## config.mk

```make
export PLATFORM = sky130hd
export DESIGN_NAME = result_trace
export DESIGN_NICKNAME = d
export VERILOG_FILES = /design/src/rtl/result_trace.sv
export SDC_FILE = /design/constraint.sdc
export NUM_CORES = 1
export LEC_CHECK = 0
export CAP_MARGIN = 20
export CORE_AREA = 3 3 216 218
export CTS_CLUSTER_DIAMETER = 30
export CTS_CLUSTER_SIZE = 24
export DETAILED_ROUTE_END_ITERATION = 10
export DIE_AREA = 0 0 219 221
export HOLD_SLACK_MARGIN = 0.02
export PLACE_DENSITY = 0.59
export SLEW_MARGIN = 30
export SYNTH_ARGS = -nofsm -noshare
export SYNTH_HDL_FRONTEND = slang
export SYNTH_SLANG_ARGS = --single-unit
```

## constraint.sdc

```tcl
create_clock -name clk -period 5.65 [get_ports clk]
set_clock_uncertainty 0.2 [all_clocks]
set_input_delay 1.13 -clock clk [delete_from_list [all_inputs] [get_ports clk]]
set_output_delay 1.13 -clock clk [all_outputs]
set_load 0.1 [all_outputs]
```

## src/rtl/result_trace.sv

```systemverilog
// Result trace buffer: captures qualifying samples into a small circular store and
// presents the oldest entry on a first-word fall-through read port.
module result_trace #(
  parameter int unsigned WIDTH    = 32,
  parameter int unsigned DEPTH    = 16,  // power of two, >= 2
  parameter int unsigned WRAP     = 0,   // 1: overwrite oldest entry when full
  parameter int unsigned CHG_ONLY = 0    // 1: capture only when sample changes
) (
  input  logic                   clk,
  input  logic                   rst,
  input  logic                   en,
  input  logic [WIDTH-1:0]       sample,
  input  logic                   rd_ready,
  output logic                   rd_valid,
  output logic [WIDTH-1:0]       rd_data,
  output logic [$clog2(DEPTH):0] count,
  output logic                   full,
  output logic                   overflow
);

  localparam int unsigned PtrW = $clog2(DEPTH);
  localparam int unsigned CntW = PtrW + 1;
  localparam logic [CntW-1:0] CntMax = CntW'(DEPTH);

  logic [WIDTH-1:0] mem_q [DEPTH];
  logic [PtrW-1:0]  wr_ptr_q, wr_ptr_d;
  logic [PtrW-1:0]  rd_ptr_q, rd_ptr_d;
  logic [CntW-1:0]  count_q, count_d;
  logic             overflow_q, overflow_d;
  logic [WIDTH-1:0] last_q, last_d;
  logic             has_last_q, has_last_d;

  logic cap;
  logic rd;
  logic do_write;
  logic evict;  // full with WRAP: write replaces the oldest entry
  logic drop;   // full without WRAP: qualifying sample is lost

  // Outputs derive from registered state only; nothing here sees en or sample.
  always_comb begin
    rd_valid = (count_q != '0);
    rd_data  = mem_q[rd_ptr_q];
    count    = count_q;
    full     = (count_q == CntMax);
    overflow = overflow_q;
  end

  // Capture qualification, read handshake and next-state for pointers and flags.
  always_comb begin
    wr_ptr_d   = wr_ptr_q;
    rd_ptr_d   = rd_ptr_q;
    count_d    = count_q;
    overflow_d = overflow_q;
    last_d     = last_q;
    has_last_d = has_last_q;
    do_write   = 1'b0;
    evict      = 1'b0;
    drop       = 1'b0;

    cap = en && ((CHG_ONLY == 0) || !has_last_q || (sample != last_q));
    rd  = rd_valid && rd_ready;

    if (cap) begin
      if (!full || rd) begin
        do_write = 1'b1;
      end else if (WRAP != 0) begin
        do_write = 1'b1;
        evict    = 1'b1;
      end else begin
        drop = 1'b1;
      end
    end

    if (do_write) begin
      wr_ptr_d   = wr_ptr_q + PtrW'(1);
      last_d     = sample;
      has_last_d = 1'b1;
    end

    if (rd || evict) begin
      rd_ptr_d = rd_ptr_q + PtrW'(1);
    end

    if (evict || drop) begin
      overflow_d = 1'b1;
    end

    // An eviction is a write paired with an implicit read, so count holds.
    if (do_write && !rd && !evict) begin
      count_d = count_q + CntW'(1);
    end else if (rd && !do_write) begin
      count_d = count_q - CntW'(1);
    end
  end

  // State register with synchronous reset.
  always_ff @(posedge clk) begin
    if (rst) begin
      wr_ptr_q   <= '0;
      rd_ptr_q   <= '0;
      count_q    <= '0;
      overflow_q <= 1'b0;
      last_q     <= '0;
      has_last_q <= 1'b0;
    end else begin
      wr_ptr_q   <= wr_ptr_d;
      rd_ptr_q   <= rd_ptr_d;
      count_q    <= count_d;
      overflow_q <= overflow_d;
      last_q     <= last_d;
      has_last_q <= has_last_d;
    end
  end

  // Entry storage; contents are not reset, count gates their visibility.
  always_ff @(posedge clk) begin
    if (!rst && do_write) begin
      mem_q[wr_ptr_q] <= sample;
    end
  end

endmodule

```

==> results.ini, run 1 <==
[critical_path]
worst_flop_to_flop_path_endpoint=count[4]
r2r-start=count[0]
cpLargestDelayFamily=buffers and inverters
worstPathBufferInverterCount=2
cp_slowest_cell=clkdlybuf4s50_1
worst_path_largest_cell_delay_ns=1.13
timing.critical_path.cells=and2_2 -> buf_4 -> a22oi_1 -> nand2_1 -> clkdlybuf4s50_1
path_max_fanout=23
reg2regPathDepth=9
timing.setup.critical_path_class=reg2out
rrSetupSlack_ns=2.43
worstSetupEndpointType=primary output
crit_required_ns=4.32
cp_data_arrival_time_ns=3.56
startpoint_types=register

[clocking]
clock_tree.root_cell=clkbuf_16
cts-htree-levels=3
cts_inserted_buffers=108
clock_latency_ns=0.62
post_cts.resized_instances=0
cts_tree=yes
postCtsSetupRepairBufs=0
worst_setup_hold_path_clk_slew_ns=0.04
clockBufferDepth=3
cts-hold-fix-buffers=0
numClockSinks=530

[synthesis]
synth_sequential_area_ratio_pct=78.38
syn_nets=954
synth_edf_count=512
post_synth_most_frequent_cells=edfxtp_1, mux4_2, a22oi_1
synth.yosys.warnings=0
yosys.area.top_type=edfxtp_1
postSynth.topFlopCell=edfxtp_1
synthesis.area_per_instance_um2=22.11
syn_inst=908
synth-seq-cells=530
syn_area_um2=20070
synth_cell_type_count=36
yosys.area.top_type_share_pct=76.59
netlist_top_cells_area=edfxtp_1, mux4_2, a22oi_1
yosysMostFrequentCell=edfxtp_1
synth_async_sr_flop_share_pct=0

[route]
met3_length_um=2539
maxUsedRoutingLayer=met5
num_vias=9801
vias_per_cell=5.528
detail_route.iter0.violations=892
detail_route.first_pass.iterations=5
routedLengthMet1_um=19710
route.detailed.wl_per_inst_um=25.56
drc=0
number_of_nets_with_antenna_violations_after_routing=0
met2RoutedLength_um=22270
finalWirelength_um=45330

[floorplan]
core_area_um2=45090
initial_core_util_pct=44.52
io-pin-count=76
die_area_um2=48400
chipHeight_um=221
core.rowCount=78
die-width_um=219

[hold_path]
timing.hold.worst.start=overflow
hold_crit_path_type=reg2reg
hold_depth=2
whs_endpoint=overflow

[finish]
syn2layout_area_growth_pct=27.62
final_design_area_no_fill_um2=25620
diodes=0
drive_above_1_share_pct=31.88
final_net_count=1128

[placed_design]
hpwlAfterDp_um=23190
pre_cts_slack_ns=1.408
place_area_um2=21850
gp_congestion=0.7077
port-buffer-count=75

[pwr]
max-vdd-ir-drop_mv=0.4186
cellLeakagePower_nw=8.324
total_power_w=0.01380
power_density_over_the_cells_nw_per_um2=538.7

[timing]
worstMarginPinSlew_ns=0.9929
timing.slew.headroom_pct=33.60
max_freq_mhz=204.6
hold_ws_ns=0.2923
hold_viol=0
final_period_minus_worst_setup_slack_ns=4.887
final.setup.tns_ns=0
report.final.setup_viol=0
layout_setup_ws_ns=0.7632
rsz0062_at_grt=no
fin_crit_sh_pct=86.49
final_report_max_slew_violation_count=0

[global_routing]
grt_first_pass_wirelength_um=68060
grt_start_max_net_pins=56
global_route.overflow_total=0
grt_usage_pct=19.18
via_count_of_the_first_global_routing_pass=10650
antenna_found_initial=1

[run_status]
status=finished, final reports clean

[job]
max-cap-violations=0

metal layers:
metal  vias to the layer above  track usage [%]
met1                      5205            26.72
li1                       4233                -
met4                         2            5.917
met5                         -                0
met3                        62            4.532
met2                       299            30.36
cell families after synthesis:
logic type                 Yosys count  synth area share, %
DFF                                530                78.38
muxes                              131                14.52
buffers and inverters               54                1.109
and+or+nand+nor                     99                2.163
AOI/OAI and AO/OA                   77                2.861
adders and majority gates           10               0.6607
xor gates and xnor gates             7               0.3054
tightest hold or removal path, stage by stage, from the launching register on:
cell and delay (ns):
dfxtp_1 0.34, a21oi_1 0.05, nor2_1 0.07
placed cells by master, fill, tap and decap left out, drive strengths merged, types with 2 or more instances in the layout:
cell | netlist | routed
xnor2 | 3 | 3
inv | 8 | 17
nor2 | 34 | 34
dfxtp | 18 | 18
mux4 | 128 | 128
or4 | 2 | 2
nor2b | 4 | 4
nand3 | 5 | 5
buf | 16 | 38
ha | 9 | 9
o21ai | 2 | 2
clkinvlp | 0 | 10
nand2 | 40 | 40
nor3 | 5 | 5
a21oi | 6 | 6
mux2i | 2 | 2
nor4 | 2 | 2
bufinv | 0 | 16
edfxtp | 512 | 512
xor2 | 4 | 4
a22oi | 64 | 64
clkdlybuf4s50 | 0 | 72
clkbuf | 30 | 118
nand3b | 2 | 2
clkinv | 0 | 48
or3 | 2 | 2
where the power goes:
| group | leakage (nW) | internal [W] | switching, W |
|---|---|---|---|
| Sequential | 4.76 | 0.00440 | 0.0000889 |
| Clock | 1.82 | 0.00433 | 0.00208 |
| Combinational | 1.74 | 0.00108 | 0.00183 |
| Total | 8.32 | 0.00980 | 0.00400 |
per-stage QoR:
step / instances / util (%)
finish: 1773 / 56.82
floorplan: 908 / -
CTS: 1773 / 56.82
global placement: 1571 / 48.40
global route: 1773 / 56.82
detailed placement: 1572 / 48.46
worst max path at each step:
stage / endpoint / slack [ns] / cells after the start
2_1_floorplan: mem_q[3][0] / 1.01 / 4
5_1_grt: rd_data[6] / 0.65 / 5
4_1_cts: rd_data[1] / 0.73 / 5
6_report: rd_data[6] / 0.76 / 5
3_5_place_dp: rd_data[6] / 1.41 / 5
3_3_place_gp: rd_data[2] / 1.44 / 5
state kept, by name, indices dropped and copies added (netlist names), named ones only:
| signal | count |
|---|---|
| mem_q | 512 |
| count | 5 |
| rd_ptr_q | 4 |
| wr_ptr_q | 4 |
| overflow | 1 |
area by class of cell:
| class | instances | area (µm²) |
|---|---|---|
| Tap cell | 600 | 750.7 |
| Fill cell | 3349 | 19470 |
| Inverter | 8 | 30.03 |
| Timing Repair Buffer | 110 | 1076 |
| Sequential cell | 530 | 15740 |
| Clock inverter | 83 | 955.9 |
| Multi-Input combinational cell | 324 | 4250 |
| Clock buffer | 118 | 2814 |
Note: power is estimated with default switching activity, not from simulation.
==> inputs of run 2 (changes only) <==
Settings changed: MAX_ROUTING_LAYER set to met4.
==> run 2 against run 1 <==
  * Cell area about the same
  * Clock power about the same
  * First-iteration DRC count decreased by 4.0%
  * Non-clock buffer count unchanged
  * Register-to-register slack about the same
  * Combinational power about the same
  * Sequential cell count unchanged
  * Sequential power about the same
  * Maximum frequency decreased by 0.13%
  * Sequential share of layout area about the same
  * Die area unchanged
  * Largest cell class unchanged
  * Via count increased by 0.11%
==> results.ini, run 2 (synthesis gave the netlist of run 1 again) <==
[clocking]
cts_inserted_buffers=108
post_cts.resized_instances=0
numClockSinks=530
cts_tree=yes
worst_setup_hold_path_clk_slew_ns=0.04
cts-hold-fix-buffers=0
cts-htree-levels=3
clock_tree.root_cell=clkbuf_16
postCtsSetupRepairBufs=0
clockBufferDepth=3
clock_latency_ns=0.62

[timing]
timing.slew.headroom_pct=33.60
final_period_minus_worst_setup_slack_ns=4.893
final.setup.tns_ns=0
report.final.setup_viol=0
rsz0062_at_grt=no
hold_viol=0
final_report_max_slew_violation_count=0
worstMarginPinSlew_ns=0.9930
fin_crit_sh_pct=86.61
max_freq_mhz=204.4

[floorplan]
io-pin-count=76
core_area_um2=45090
initial_core_util_pct=44.52
die_area_um2=48400
core.rowCount=78
chipHeight_um=221
die-width_um=219

[global_routing]
grt_first_pass_wirelength_um=68050
grt_start_max_net_pins=56
global_route.overflow_total=0
grt_usage_pct=19.77
via_count_of_the_first_global_routing_pass=10650
antenna_found_initial=1

[route]
route.detailed.wl_per_inst_um=25.54
finalWirelength_um=45300
num_vias=9812
number_of_nets_with_antenna_violations_after_routing=0
vias_per_cell=5.531
detail_route.iter0.violations=856
drc=0
detail_route.first_pass.iterations=5

[run_status]
status=finished, final reports clean

[critical_path]
cp_data_arrival_time_ns=3.56
reg2regPathDepth=9
startpoint_types=register
crit_required_ns=4.32
path_max_fanout=23
timing.setup.critical_path_class=reg2out
worstSetupEndpointType=primary output

[job]
max-cap-violations=0

[finish]
regMostFlops=mem_q
final_design_area_no_fill_um2=25620
layout.cells.most_common_list=edfxtp_1, mux4_2, clkbuf_16, clkdlybuf4s50_1, a22oi_1
largest_reg_flops=512
layout.cells.most_common=edfxtp_1
fillCellCount=3349
syn2layout_area_growth_pct=27.64
drive_above_1_share_pct=31.88
final_net_count=1128

[placed_design]
port-buffer-count=75
hpwlAfterDp_um=23190
place_area_um2=21850
gp_congestion=0.7156

[pwr]
cellLeakagePower_nw=8.324
power_density_over_the_cells_nw_per_um2=538.7
max-vdd-ir-drop_mv=0.4191

[hold_path]
hold_depth=2
hold_crit_path_type=reg2reg

-- run 2: per-stage QoR --
stage	hold slack [ns]	power, W	utilization (%)	std cells	setup slack [ns]
after floorplan	0.2813	0.006790	-	908	1.005
after global placement	0.2815	0.007483	48.40	1571	1.444
after detailed placement	0.2951	0.007495	48.46	1572	1.408
after CTS	0.3102	0.01394	56.82	1773	0.7250
after global routing	0.3436	0.01430	56.83	1774	0.6578
final	0.2917	0.01380	56.83	1774	0.7567
-- run 2: final cells by class --
cell class | instances | area (µm²) | share of cell area [%]
antenna | 1 | 2.502 | 0.009767
clock buffer | 118 | 2814 | 10.98
clock inverter | 83 | 955.9 | 3.731
inverter | 8 | 30.03 | 0.1172
multi-input combinational | 324 | 4250 | 16.59
sequential | 530 | 15740 | 61.44
tap | 600 | 750.7 | 2.930
timing repair buffer | 110 | 1076 | 4.200
-- run 2: critical path, stage by stage (launching register included) --
cell and delay (ns):
dfxtp_1 0.45, and2_2 0.72, buf_4 0.38, a22oi_1 0.13, nand2_1 0.11, clkdlybuf4s50_1 1.13
-- run 2: final timing paths --
check,startpoint,end,slack (ns)
setup / recovery,register,rd_data[6],0.76
setup reg to reg,count[0],count[4],2.43
hold / removal,overflow,overflow,0.29
hold reg to reg,overflow,overflow,0.29
-- run 2: where the power goes --
part / switching (W) / internal, W
Clock: 0.00208 / 0.00433
Sequential: 0.0000892 / 0.00440
Combinational: 0.00182 / 0.00108
Total: 0.00400 / 0.00980
-- run 2: per-layer routing --
metal	wire [µm]	GRT usage, %
met5	0	-
met4	790	6.105
met3	2269	4.051
met2	22320	30.35
met1	19920	26.99
==> inputs of run 3 (changes only) <==
Settings changed: MAX_ROUTING_LAYER met4 to not set.
==> results of run 3 <==
No change in the layout: final DEF, timing and power equal those of run 1.
==> variant 1: new RTL, config.mk and constraints of run 2 <==
Change the parameter `DEPTH` from 16 to 8.
--- a/src/rtl/result_trace.sv
+++ b/src/rtl/result_trace.sv
@@ -4,3 +4,3 @@
   parameter int unsigned WIDTH    = 32,
-  parameter int unsigned DEPTH    = 16,  // power of two, >= 2
+  parameter int unsigned DEPTH    = 8,  // power of two, >= 2
   parameter int unsigned WRAP     = 0,   // 1: overwrite oldest entry when full
Ports: changed (resized count); port bits go from 76 to 75. No check against the original RTL was run, so the function may have changed too.
==> variant 1 against run 2 <==
  * Synthesized cell count down 51%
  * Wire length decreased by 50%
  * Design area down 46%
  * Power is 47% lower
  * Sequential cell count shrank 260
  * Area after synthesis down 48%
  * Worst setup slack better by 0.13 ns
  * Non-clock buffer count down 16
  * Largest cell class unchanged
  * Highest routed layer unchanged
==> variant 1: results (changes against run 2) <==
Reg2Reg Launch Point=count[1]$_SDFFE_PP0P_ (was count[0]$_SDFFE_PP0P_); global router's overall resource usage=9.84% (was 19.8%); post-placement setup slack=1.36 ns (was 1.41 ns); max FFs per register=256 (was 512); average detailed-routed wire length per instance=18.7 um (was 25.5 um); met2 usage=15.0% (was 30.3%); post-synthesis compound-gate area fraction=0.646% (was 2.86%); adder-cell share of the synthesized area=0.790% (was 0.661%); via count of the first global-routing pass=5,409 (was 10.7k); first-pass GRT wire length=34,200 um (was 68,100 um); proportion of final cell area spent on non-clock buffers=6.83% (was 4.20%); mean number of vias per cell=4.04 (was 5.53); CP endpoint=rd_data[8] (was rd_data[6]); result of the run=completed (unchanged); cts bufs inserted=53 (was 108); number of distinct library cell variants in the gate-level netlist after synthesis=33 (was 36); ranking of synthesized cells by instance count=sky130_fd_sc_hd__edfxtp_1, sky130_fd_sc_hd__mux4_1, sky130_fd_sc_hd__mux2_2, sky130_fd_sc_hd__mux4_2, sky130_fd_sc_hd__nor2_1 (was sky130_fd_sc_hd__edfxtp_1, sky130_fd_sc_hd__mux4_2, sky130_fd_sc_hd__a22oi_1, sky130_fd_sc_hd__nand2_1, sky130_fd_sc_hd__nor2_1); cell area after placement=0.0120 mm2 (was 0.0218 mm2); number of cells in the design after placement=1,120 (was 1,572); xor/xnor cell area share of the yosys netlist=0.419% (was 0.305%); Finished Layout Cells=1,216 (was 1,774); detailed-placement wirelength estimate=12,900 um (was 23,200 um); clock network latency to the later pin of the worst-skew pair=0.53 ns (was 0.62 ns); Area contributors post-synth=sky130_fd_sc_hd__edfxtp_1, sky130_fd_sc_hd__mux4_1, sky130_fd_sc_hd__mux4_2 (was sky130_fd_sc_hd__edfxtp_1, sky130_fd_sc_hd__mux4_2, sky130_fd_sc_hd__a22oi_1); cell count of the worst reg-to-reg path=10 (was 9); setup slack on the worst flop-to-flop path=2.52 ns (was 2.43 ns); largest incremental delay on the critical path=0.98 ns (was 1.13 ns); Max-slew headroom=31.5% (was 33.6%); share of the yosys chip area belonging to registers=76.2% (was 78.4%); number of filler instances in the final layout=4,351 (was 3,349); buffer count excluding the clock tree in the final layout=94 (was 110); arrival time of data at the critical path endpoint=3.43 ns (was 3.56 ns); highest clock frequency the design can meet=0.210 GHz (was 0.204 GHz); count of clock buffers in the final design=64 (was 118); GPL Wtd Cong=0.657 (was 0.716); syn_nets=490 (was 954); clock network area share=12.8% (was 14.7%); top cell type's share of synthesized area=73.5% (was 76.6%); final design area excluding fillers=0.0139 mm2 (was 0.0256 mm2); global-route met1 utilization=12.6% (was 27.0%)
[variant 1: cell types whose count changed in the layout (fill, tap and decap cells not counted), moves of 11 or more]
cell,before,now
sky130_fd_sc_hd__edfxtp_1,512,256
sky130_fd_sc_hd__mux4_1,0,40
sky130_fd_sc_hd__nor2_4,13,2
sky130_fd_sc_hd__nand2_1,40,7
sky130_fd_sc_hd__clkinv_2,16,4
sky130_fd_sc_hd__clkbuf_16,111,54
sky130_fd_sc_hd__buf_4,33,15
sky130_fd_sc_hd__a22oi_1,64,0
sky130_fd_sc_hd__mux4_2,128,24
sky130_fd_sc_hd__clkinv_4,17,2
sky130_fd_sc_hd__mux2_2,1,33
[variant 1: power breakdown]
| part | internal [mW] | switching (mW) | total, mW |
|---|---|---|---|
| combinational | 0.652 | 1.25 | 1.91 |
| clock | 2.10 | 0.955 | 3.05 |
| sequential | 2.27 | 0.107 | 2.37 |
| total | 5.01 | 2.31 | 7.33 |
==> variant 2: new RTL, config.mk and constraints of run 2 <==
Made on the original files. Put a register stage on the output `overflow`, with the module's reset. The value now appears one clock later. The other outputs are not delayed to match.
--- a/src/rtl/result_trace.sv
+++ b/src/rtl/result_trace.sv
@@ -24,2 +24,4 @@
 
+  logic overflow_c;
+
   logic [WIDTH-1:0] mem_q [DEPTH];
@@ -44,3 +46,3 @@
     full     = (count_q == CntMax);
-    overflow = overflow_q;
+    overflow_c = overflow_q;
   end
@@ -121,2 +123,10 @@
 
+  always_ff @(posedge clk) begin
+    if (rst) begin
+      overflow <= '0;
+    end else begin
+      overflow <= overflow_c;
+    end
+  end
+
 endmodule
Check against the original RTL: same outputs for any inputs over 4 cycles, from zero or initial values and one cycle with rst high; that may be too few to reach the edited logic, so the function may still have changed.
==> variant 2 against run 2 <==
  * Power down 1.3%
  * Area after synthesis is 0.25% higher
  * Sequential cell count grew 1
  * Design area increased by 0.12%
  * Final cell count rose by 0.62%
  * Wire length shrank 1.4%
  * Worst setup slack got worse by 0.11 ns
  * Largest cell class unchanged
==> variant 2: results (changes against run 2) <==
layout cells sized above 1=32.7% (was 31.9%); Final Hold Slack=0.283 ns (was 0.292 ns); Synthesis Warnings=0 (unchanged); Max Root-Sink Buffers=3 (unchanged); biggest fanout along the worst timing path=30 (was 23); number of enable-type register cells in the synthesized netlist=512 (unchanged); Max-slew headroom=31.9% (was 33.6%); share of the yosys chip area belonging to registers=78.3% (was 78.4%); Reg2Reg Launch Point=count[0]$_SDFFE_PP0P_ (unchanged); Area contributors post-synth=sky130_fd_sc_hd__edfxtp_1, sky130_fd_sc_hd__mux4_2, sky130_fd_sc_hd__a22oi_1 (unchanged); Clock Pin Slew Worst Setup and Hold Paths=0.05 ns; setup slack on the worst flop-to-flop path=2.45 ns (was 2.43 ns); DRC marker count from the first detailed-route iteration=922 (was 856); result of the run=completed (unchanged); mean number of vias per cell=5.50 (was 5.53); cell count of the worst reg-to-reg path=9 (unchanged); number of instances resized during post-cts repair=0 (unchanged); Root Buffer=sky130_fd_sc_hd__clkbuf_16 (unchanged); WHS Endpoint=overflow$_SDFF_PP0_ (was overflow$_SDFFE_PP0P_); ranking of synthesized cells by instance count=sky130_fd_sc_hd__edfxtp_1, sky130_fd_sc_hd__mux4_2, sky130_fd_sc_hd__a22oi_1, sky130_fd_sc_hd__nand2_1, sky130_fd_sc_hd__nor2_1 (unchanged); nets@finish=1,136 (was 1,128); syn_nets=956 (was 954); synthesized netlist cell count=910 (was 908); Pre-antenna DRT Iters=5 (unchanged); first-pass GRT wire length=67,600 um (was 68,100 um); leakage power total=8.32 nW (about the same); count of buffers from port buffering=75 (unchanged); IR drop worst, VDD=0.379 mV (was 0.419 mV); fraction of registers with async set/reset=0% (unchanged); number of cells in the design after placement=1,582 (was 1,572); post-placement setup slack=1.24 ns (was 1.41 ns); antenna violations before repair=2 (was 1); worst hold path depth=1 (was 2); global router's overall resource usage=19.6% (was 19.8%); number of buffers added for setup after CTS=0 (unchanged); number of filler instances in the final layout=3,337 (was 3,349); arrival time of data at the critical path endpoint=3.67 ns (was 3.56 ns); GPL Wtd Cong=0.744 (was 0.716); hold path start=overflow_c$_SDFFE_PP0P_ (was overflow$_SDFFE_PP0P_); pin count of the biggest net entering global routing=38 (was 56); type of the worst min-delay path=flip-flop to flip-flop (unchanged); cts bufs inserted=106 (was 108); Antenna Nets Post-Route=0 (unchanged); average detailed-routed wire length per instance=25.0 um (was 25.5 um); number of distinct library cell variants in the gate-level netlist after synthesis=38 (was 36); detailed-placement wirelength estimate=23,900 um (was 23,200 um); via count of the first global-routing pass=10.7k (about the same); Finished Layout Cells=1,785 (was 1,774); cell area after placement=0.0220 mm2 (was 0.0218 mm2)
variant 2: how the worst max path moves through the flow:
stage                    from               endpoint  slack, ns  cells past startpoint
finish              flip-flop            rd_data[31]       0.65                      5
floorplan                 rst  mem_q[0][0]$_DFFE_PP_       0.23                      4
global placement    flip-flop            rd_data[31]       1.27                      5
CTS                 flip-flop            rd_data[31]       0.55                      5
detailed placement  flip-flop            rd_data[31]       1.24                      5
global route        flip-flop            rd_data[31]       0.46                      5
variant 2: stage by stage:
stage          util, %  power, mW
2_1_floorplan        -       6.81
3_3_place_gp      48.7       7.51
3_5_place_dp      48.8       7.53
4_1_cts           56.9       13.8
5_1_grt           56.9       14.1
6_report          56.9       13.6
variant 2: where the power goes:
part | leakage (nW) | switching (mW) | internal [mW]
logic | 1.80 | 1.76 | 1.11
clock network | 1.75 | 2.06 | 4.15
registers | 4.77 | 0.143 | 4.40
variant 2: metal layers:
layer / vias to the layer above / share of wire (%) / routed length (um) / track usage [%]
met1: 5228 / 44 / 19700 / 26.8
met5: - / 0 / 0 / -
met2: 277 / 49 / 21800 / 29.9
met4: 0 / 1.7 / 779 / 5.54
li1: 4248 / - / - / -
met3: 68 / 5.3 / 2370 / 4.63
variant 2: critical path: stages (launching register included):
cell and delay, ns:
sky130_fd_sc_hd__dfxtp_4 0.78, sky130_fd_sc_hd__buf_4 0.31, sky130_fd_sc_hd__mux4_2 0.52, sky130_fd_sc_hd__a22oi_1 0.24, sky130_fd_sc_hd__nand2_1 0.17, sky130_fd_sc_hd__clkdlybuf4s50_1 1.01
variant 2: layout make-up:
type / instances / share of cell area (%)
Clock buffer: 117 / 10.8
Tap cell: 600 / 2.93
Antenna cell: 2 / 0.0195
Inverter: 8 / 0.117
Sequential cell: 531 / 61.4
Multi-Input combinational cell: 323 / 16.7
Timing Repair Buffer: 120 / 4.55
Clock inverter: 84 / 3.50
variant 2: logic make-up (layout without fill, tap and decap cells):
| logic type | after synthesis | count (layout) | share of synthesized area, % |
|---|---|---|---|
| DFF | 531 | 531 | 78.3 |
| muxes | 131 | 131 | 14.5 |
| and+or+nand+nor | 97 | 97 | 2.20 |
| AOI/OAI and AO/OA | 78 | 78 | 2.90 |
| buffers and inverters | 56 | 329 | 1.17 |
| adders and majority gates | 10 | 10 | 0.659 |
| xor gates and xnor gates | 7 | 7 | 0.305 |
| other | 0 | 2 | 0 |
